### src/rtl/dm_arbiter_pkg.sv
// dm_arbiter_pkg: shared FSM encoding and default widths for the data-memory arbiter
package dm_arbiter_pkg;
    localparam logic [1:0] ST_HOST  = 2'd0;
    localparam logic [1:0] ST_RUN   = 2'd1;
    localparam logic [1:0] ST_DRAIN = 2'd2;
    localparam int AW_DEF = 16;
    localparam int DW_DEF = 16;
endpackage

### src/rtl/dm_arbiter_rr_select.sv
// rr_select: one-hot pick of the first eligible requester at or after ptr, wrapping modulo N
module rr_select #(
    parameter int N = 4
) (
    input  logic [N-1:0] elig,
    input  logic [1:0]   ptr,
    output logic [N-1:0] grant,
    output logic         valid
);
    logic [2*N-1:0] dbl, gd;
    logic [N-1:0]   rot, ohr;
    always_comb begin
        dbl   = {elig, elig} >> ptr;
        rot   = dbl[N-1:0];
        ohr   = rot & (-rot);
        gd    = {ohr, ohr} << ptr;
        grant = gd[2*N-1:N];
        valid = |elig;
    end
endmodule

### src/rtl/dm_arbiter.sv
// dm_arbiter: hands a single data-memory port between a host loader and up to four round-robin cores
module dm_arbiter
    import dm_arbiter_pkg::*;
#(
    parameter int NCORES = 4,
    parameter int AW     = AW_DEF,
    parameter int DW     = DW_DEF
) (
    input  logic                 clk,
    input  logic                 rst,
    input  logic [NCORES-1:0]    core_status,
    input  logic                 run_start,
    input  logic [NCORES-1:0]    core_done,
    input  logic [NCORES-1:0]    core_req,
    input  logic [NCORES-1:0]    core_we,
    input  logic [NCORES*AW-1:0] core_addr,
    input  logic [NCORES*DW-1:0] core_wdata,
    output logic [NCORES-1:0]    core_grant,
    output logic [NCORES-1:0]    core_rvalid,
    output logic [DW-1:0]        core_rdata,
    input  logic                 host_we,
    input  logic [AW-1:0]        host_addr,
    input  logic [DW-1:0]        host_wdata,
    output logic [DW-1:0]        host_rdata,
    output logic                 mem_we,
    output logic [AW-1:0]        mem_addr,
    output logic [DW-1:0]        mem_wdata,
    input  logic [DW-1:0]        mem_rdata,
    output logic                 terminate,
    output logic [31:0]          busy_cycles
);
    logic [1:0]        state_q, state_d, rr_ptr_q, rr_ptr_d, w;
    logic              drain_q, drain_d, term_q, term_d, mem_we_q, mem_we_d;
    logic              in_run, in_host, gnt_any, g_we, start_ok, all_done, sel_valid;
    logic [AW-1:0]     mem_addr_q, mem_addr_d, g_addr;
    logic [DW-1:0]     mem_wdata_q, mem_wdata_d, g_wdata;
    logic [NCORES-1:0] eligible, sel_grant, rd1_q, rd1_d, rd2_q, rd2_d;
    logic [31:0]       busy_q, busy_d;
    assign eligible = core_req & core_status & ~core_done;
    rr_select #(.N(NCORES)) u_sel (
        .elig  (eligible),
        .ptr   (rr_ptr_q),
        .grant (sel_grant),
        .valid (sel_valid)
    );
    always_comb begin
        in_run   = state_q == ST_RUN;
        in_host  = state_q == ST_HOST;
        gnt_any  = in_run & sel_valid;
        start_ok = in_host & run_start & (|core_status);
        all_done = (core_done & core_status) == core_status;
        w        = 2'd0;
        g_we     = 1'b0;
        g_addr   = '0;
        g_wdata  = '0;
        for (int i = 0; i < NCORES; i++) begin
            if (sel_grant[i]) begin
                w       = 2'(i);
                g_we    = core_we[i];
                g_addr  = core_addr[i*AW +: AW];
                g_wdata = core_wdata[i*DW +: DW];
            end
        end
        state_d     = start_ok ? ST_RUN :
                      (in_run && all_done) ? ST_DRAIN :
                      (state_q == ST_DRAIN && drain_q) ? ST_HOST : state_q;
        drain_d     = (state_q == ST_DRAIN) & ~drain_q;
        rr_ptr_d    = !gnt_any ? rr_ptr_q : (int'(w) == NCORES - 1) ? 2'd0 : w + 2'd1;
        mem_we_d    = in_host ? host_we : gnt_any & g_we;
        mem_addr_d  = in_host ? host_addr : gnt_any ? g_addr : mem_addr_q;
        mem_wdata_d = in_host ? host_wdata : gnt_any ? g_wdata : mem_wdata_q;
        // reads ride a two-stage pipe so rvalid lines up with mem_rdata
        rd1_d       = gnt_any ? sel_grant & ~core_we : '0;
        rd2_d       = rd1_q;
        term_d      = start_ok ? 1'b0 : (state_q == ST_DRAIN && drain_q) ? 1'b1 : term_q;
        busy_d      = start_ok ? 32'd0 : (gnt_any && busy_q != '1) ? busy_q + 32'd1 : busy_q;
        core_grant  = in_run ? sel_grant : '0;
    end
    always_ff @(posedge clk) begin
        if (rst) begin
            state_q     <= ST_HOST;
            drain_q     <= 1'b0;
            rr_ptr_q    <= 2'd0;
            term_q      <= 1'b0;
            busy_q      <= 32'd0;
            mem_we_q    <= 1'b0;
            mem_addr_q  <= '0;
            mem_wdata_q <= '0;
            rd1_q       <= '0;
            rd2_q       <= '0;
        end else begin
            state_q     <= state_d;
            drain_q     <= drain_d;
            rr_ptr_q    <= rr_ptr_d;
            term_q      <= term_d;
            busy_q      <= busy_d;
            mem_we_q    <= mem_we_d;
            mem_addr_q  <= mem_addr_d;
            mem_wdata_q <= mem_wdata_d;
            rd1_q       <= rd1_d;
            rd2_q       <= rd2_d;
        end
    end
    assign core_rvalid = rd2_q;
    assign core_rdata  = mem_rdata;
    assign host_rdata  = mem_rdata;
    assign mem_we      = mem_we_q;
    assign mem_addr    = mem_addr_q;
    assign mem_wdata   = mem_wdata_q;
    assign terminate   = term_q;
    assign busy_cycles = busy_q;
endmodule

### config.mk
export PLATFORM = sky130hd
export DESIGN_NAME = dm_arbiter
export DESIGN_NICKNAME = d
export VERILOG_FILES = /design/src/rtl/dm_arbiter_pkg.sv /design/src/rtl/dm_arbiter_rr_select.sv /design/src/rtl/dm_arbiter.sv
export SDC_FILE = /design/constraint.sdc
export NUM_CORES = 1
export LEC_CHECK = 0
export CAP_MARGIN = 20
export CORE_ASPECT_RATIO = 1.2
export CORE_UTILIZATION = 30
export CTS_CLUSTER_SIZE = 24
export DETAILED_ROUTE_END_ITERATION = 10
export GPL_ROUTABILITY_DRIVEN = 0
export GPL_TIMING_DRIVEN = 0
export MAX_ROUTING_LAYER = met4
export PLACE_DENSITY = 0.78
export SYNTH_ARGS = -nofsm -noshare
export SYNTH_HDL_FRONTEND = slang
export SYNTH_HIERARCHICAL = 1
export SYNTH_SLANG_ARGS = --single-unit
export TNS_END_PERCENT = 10
### constraint.sdc
create_clock -name clk -period 4.95 [get_ports clk]
set_input_delay 0.99 -clock clk [delete_from_list [all_inputs] [get_ports clk]]
set_output_delay 0.99 -clock clk [all_outputs]
set_load 0.05 [all_outputs]
# [Word level (Yosys, flattened, before mapping)]
# Index checks and enable logic that the tools add are counted.
# W data, S select, Z words.
[classes] mux=25 reduce_logical=11 n_shift=2 addsub=3 eq_ne=5 n_bitwise=14
[op_table] cell="$mux W16" count=12
[op_table] cell="$add A32 B1 Y32 const B" count=1
[op_table] cell="$ne A32 B32 Y1 const B" count=1
[op_table] cell="$and A4 B4 Y4" count=5
[op_table] cell="$mux W2" count=5
[op_table] cell="$not A4 Y4" count=2
[op_table] cell="$reduce_or A4 Y1" count=2
[op_table] cell="$shl A8 B2 Y8" count=1
[op_table] cell="$shr A8 B2 Y4" count=1
[op_table] cell="$mux W1" count=7
[op_table] cell="$and A1 B1 Y1" count=5
[op_table] cell="$eq A2 B1 Y1 const B" count=2
[op_table] cell="$eq A4 B4 Y1" count=1
[op_table] cell="$mux W4" count=1
[op_table] cell="$neg A4 Y4" count=1
[op_table] cell="$reduce_bool A2 Y1" count=2
[op_table] cell="$reduce_or A2 Y1" count=2
[op_table] cell="$logic_and A1 B1 Y1" count=3
[op_table] cell="$reduce_bool A3 Y1" count=1
[op_table] cell="$add A2 B1 Y2 const B" count=1
[op_table] cell="$eq A2 B2 Y1 const B" count=1
[op_table] cell="$logic_not A2 Y1" count=1
[op_table] cell="$not A1 Y1" count=2
[totals] elab_cells=71 inputBits=196 register_bits=79 out_inout_bits=106

# [Logic depth before layout (Yosys ltp)]
[depth] word_depth=12 ltp_mapped=12 ltp_nobuf=10

# [Modules after synthesis]
# Netlist, hierarchy kept.
[by_module_without_submodules] mod="dm_arbiter" cells_per_inst=573 n_inst=1 area_each_um2=4545.6 seq_area_each_um2=1581.5
[by_module_without_submodules] mod="rr_select" cells_per_inst=19 n_inst=1 area_each_um2=117.6 seq_area_each_um2=0.0

# [Worst setup path before layout]
# No wires, ideal clock.
[synth_timing] kind="input to output" from="input port core_done[2]" to="output port core_grant[1]" arrival_ns=2.882 slack_ns=1.078 n_path_buf=3 t_required_ns=3.960 stages=9 path_cell_list="nand2b_1 nor2_1 nor2b_1 o21ai_0 and3_1 clkbuf_1 clkbuf_1 clkbuf_1 and2_1"
[synth_via] elab_chain_cells=7
[synth_lines] item="start: declaration" line_no="dm_arbiter.sv:13" text="input logic [NCORES-1:0] core_done,"
[synth_lines] item="$not A4 Y4 *" line_no="dm_arbiter.sv:39" text="assign eligible = core_req & core_status & ~core_done;"
[synth_lines] item="$and A4 B4 Y4 *" line_no="dm_arbiter.sv:39"
[synth_lines] item="net eligible[2]" line_no="dm_arbiter.sv:37" text="logic [NCORES-1:0] eligible, sel_grant, rd1_q, rd1_d, rd2_q, rd2_d;"
[synth_lines] item="$shr A8 B2 Y4 *" line_no="dm_arbiter_rr_select.sv:13" text="dbl = {elig, elig} >> ptr;"
[synth_lines] item="$neg A4 Y4" line_no="dm_arbiter_rr_select.sv:15" text="ohr = rot & (-rot);"
[synth_lines] item="$and A4 B4 Y4 *" line_no="dm_arbiter_rr_select.sv:15"
[synth_lines] item="$shl A8 B2 Y8 *" line_no="dm_arbiter_rr_select.sv:16" text="gd = {ohr, ohr} << ptr;"
[synth_lines] item="net sel_grant[1]" line_no="dm_arbiter.sv:37"
[synth_lines] item="$mux W4 *" line_no="dm_arbiter.sv:77" text="core_grant = in_run ? sel_grant : '0;"
[synth_lines] item="end: declaration" line_no="dm_arbiter.sv:18" text="output logic [NCORES-1:0] core_grant,"
# The timed path passes the listed nets; every way through them passes the cells marked *.

# [Worst setup path in the final report]
[layout_timing] from="input port core_done[3]" to="output port core_grant[3]"
# Same word-level chain as after synthesis.

==> flow_summary.ini <==
[status]
status = finished clean

[routing]
first_iter_violations = 431
drc = 0
vias_per_cell = 5.29
drtAntennaViolNets = 0
first_pass_iters = 7
num_vias = 5798
drt_wl_total_mm = 19.3
wl_per_cell_um = 17.7

[placement]
dpl.hpwl_mm = 15.4
postPlaceCellArea_um2 = 7760
pre_cts_slack_ns = -0.628
portBuffers = 284

[sta]
rsz0062_at_grt = false
setup_viol_count_final = 0
fin_crit_ns = 4.86
finalClockSkew_ns = 0.00646
tightest_slew_ns = 0.683
max_slew_margin_pct = 54.3
hold_slack_ns = 0.446
final_hold_viol_count = 0
setup_slack_ns = 0.0918
setup-tns-final_ns = 0
fin_crit_sh_pct = 98.1
slew_violations = 0
fmax_mhz = 206

[worst_setup_path]
required_ns = 3.96
cp_max_fo = 10
worstSetupStartpointType = input pin
worst-setup-path-type = in2out
cp.arrival_ns = 3.87
cp-end-kind = primary output
reg2reg_slack_ns = 2.04
reg2reg_depth = 10

[finish]
layout_common_cells = clkdlybuf4s50_1 (281), dfxtp_1 (79), a21oi_1 (59)
nets = 1084
stdcell_area_um2 = 8060
final_common_cell = clkdlybuf4s50_1
area_delta_synth_final_pct = 72.9
n_fill_cell = 1477
antenna_cells = 0
drive_above_1_share_pct = 7.74

[grt]
grt_pass1_vias = 5605
grt_remaining_overflow = 0
grt_max_degree = 15
grt_usage_pct = 24.4
antenna_found_initial = 0
grt_pass1_wl_mm = 29.4

[synth]
synth_cell_types = 51
synth_top_area_share_pct = 33.9
synthCells = 592
synth.area.top_cells = dfxtp_1 (34%), a21oi_1 (6.3%), a221oi_1 (6.2%)
synth-seq-cells = 79
yosysSeqAreaShare_pct = 33.9
dominantRegCellSynth = dfxtp_1
synth_top_cell_by_area = dfxtp_1
yosysWarnings = 6
syn_area_um2 = 4660
synthArstFlopShare_pct = 0
synth_edf_count = 0
syn_nets = 789
avgSynthCellArea_um2 = 7.88

[floorplan]
die_width_um = 116
die_y_um = 139
initial_utilization_pct = 30.9
ios = 302
rows = 49
dieArea_um2 = 16000
core_um2 = 15100

[run]
max_cap_violations = 0

[clocking]
clock-sinks = 79
path_clk_slew_ns = 0.06
clk-insertion-delay-late_ns = 0.34
cts_made_buffers = 9
cts-root-buf = clkbuf_16
holdBufCountCts = 0
cts_tree = yes
post_cts_buffers = 0
htreeDepth = 3
cts_buffer_depth = 2

[worst_hold_path]
hp-class = reg2reg
hold_depth = 1

[power]
power.density_nw_per_um2 = 244
power_leakage_nw = 2.82
ir_drop_uv = 143
power_w = 0.00197
-- cell usage after synthesis (all sizes together) (2+ instances only) --
| cell type | count |
|---|---|
| o31ai | 4 |
| clkbuf | 42 |
| inv | 6 |
| and3 | 6 |
| a2111oi | 11 |
| nand3 | 9 |
| a31oi | 4 |
| a22oi | 22 |
| a41o | 2 |
| or3 | 13 |
| a221oi | 33 |
| nor2 | 45 |
| and4 | 6 |
| nand4 | 10 |
| nor2b | 43 |
| o22ai | 23 |
| o211ai | 3 |
| nand2 | 26 |
| xnor2 | 2 |
| nor4 | 5 |
| nand3b | 2 |
| nor3 | 36 |
| a31o | 5 |
| or2 | 2 |
| nand2b | 3 |
| a21oi | 59 |
| nor3b | 4 |
| o21a | 4 |
| o31a | 2 |
| o21ai | 17 |
| and2 | 9 |
| xor2 | 3 |
| dfxtp | 79 |
| buf | 37 |
| or4 | 7 |
-- worst paths after layout --
path | endpoint | from
max | core_grant[3] | core_done[3]
min | core_rvalid[3]$_SDFF_PP0_ | rd1_q[3]$_SDFF_PP0_
max reg2reg | mem_addr[2]$_SDFFE_PP0P_ | rr_ptr_q[0]$_SDFFE_PP0P_
min reg2reg | core_rvalid[3]$_SDFF_PP0_ | rd1_q[3]$_SDFF_PP0_
-- report_power, final --
part           internal, W  switching [W]
logic             0.000277       0.000326
clock network     0.000394       0.000284
registers         0.000666      0.0000187
-- area by class of cell --
cell class,count,area (um^2),area share (%)
flip-flops and latches,79,1580,19.6
well taps,204,255,3.17
plain buffers,79,425,5.28
clock inverters,6,70.1,0.869
multi-input cells,428,2640,32.7
repair buffers,284,2840,35.2
inverters,6,22.5,0.279
clock buffers,10,229,2.84
-- worst max-delay path: stages --
cell and delay, ns:
clkdlybuf4s50_1 0.40, nand2b_1 0.20, nor2_1 0.36, o221a_2 0.27, clkbuf_1 0.32, clkbuf_2 0.32
clkbuf_2 0.31, and2_1 0.19, clkdlybuf4s15_1 0.50
-- metrics by stage --
step | cells | util [%]
after floorplan | 592 | -
after global placement | 1080 | 51.5
after detailed placement | 1080 | 51.5
after CTS | 1096 | 53.5
after global routing | 1096 | 53.5
final | 1096 | 53.5
-- routing by layer --
metal | wire length (um) | global-route usage [%] | vias to the layer above
met1 | 7710 | 28.9 | 2685
met3 | 1390 | 4.68 | 40
li1 | - | - | 2808
met4 | 627 | 8.70 | 0
met5 | 0 | - | -
met2 | 9620 | 40.7 | 265
-- flip-flops by register name, indices dropped and copies added (netlist names) --
signal	count
mem_addr	16
rr_ptr_q	2
busy_cycles	32
mem_wdata	16
mem_we	1
core_rvalid	4
rd1_q	4
terminate	1
drain_q	1
state_q	2
-- cell families (layout without fill, tap and decap cells) --
group	Yosys count	count (layout)	share of synthesized area (%)
AOI/OAI and AO/OA	194	194	28.7
and+or+nand+nor	228	228	26.7
buffers and inverters	85	385	9.47
adders and majority gates	1	1	0.268
xor gates and xnor gates	5	5	0.939
DFF	79	79	33.9
-- what timing repair did --
action,4_1_cts,5_1_grt
resized for setup,9,3
pin swaps,0,0
endpoints found under the setup margin,3,3
(Power assumes the default switching activity.)
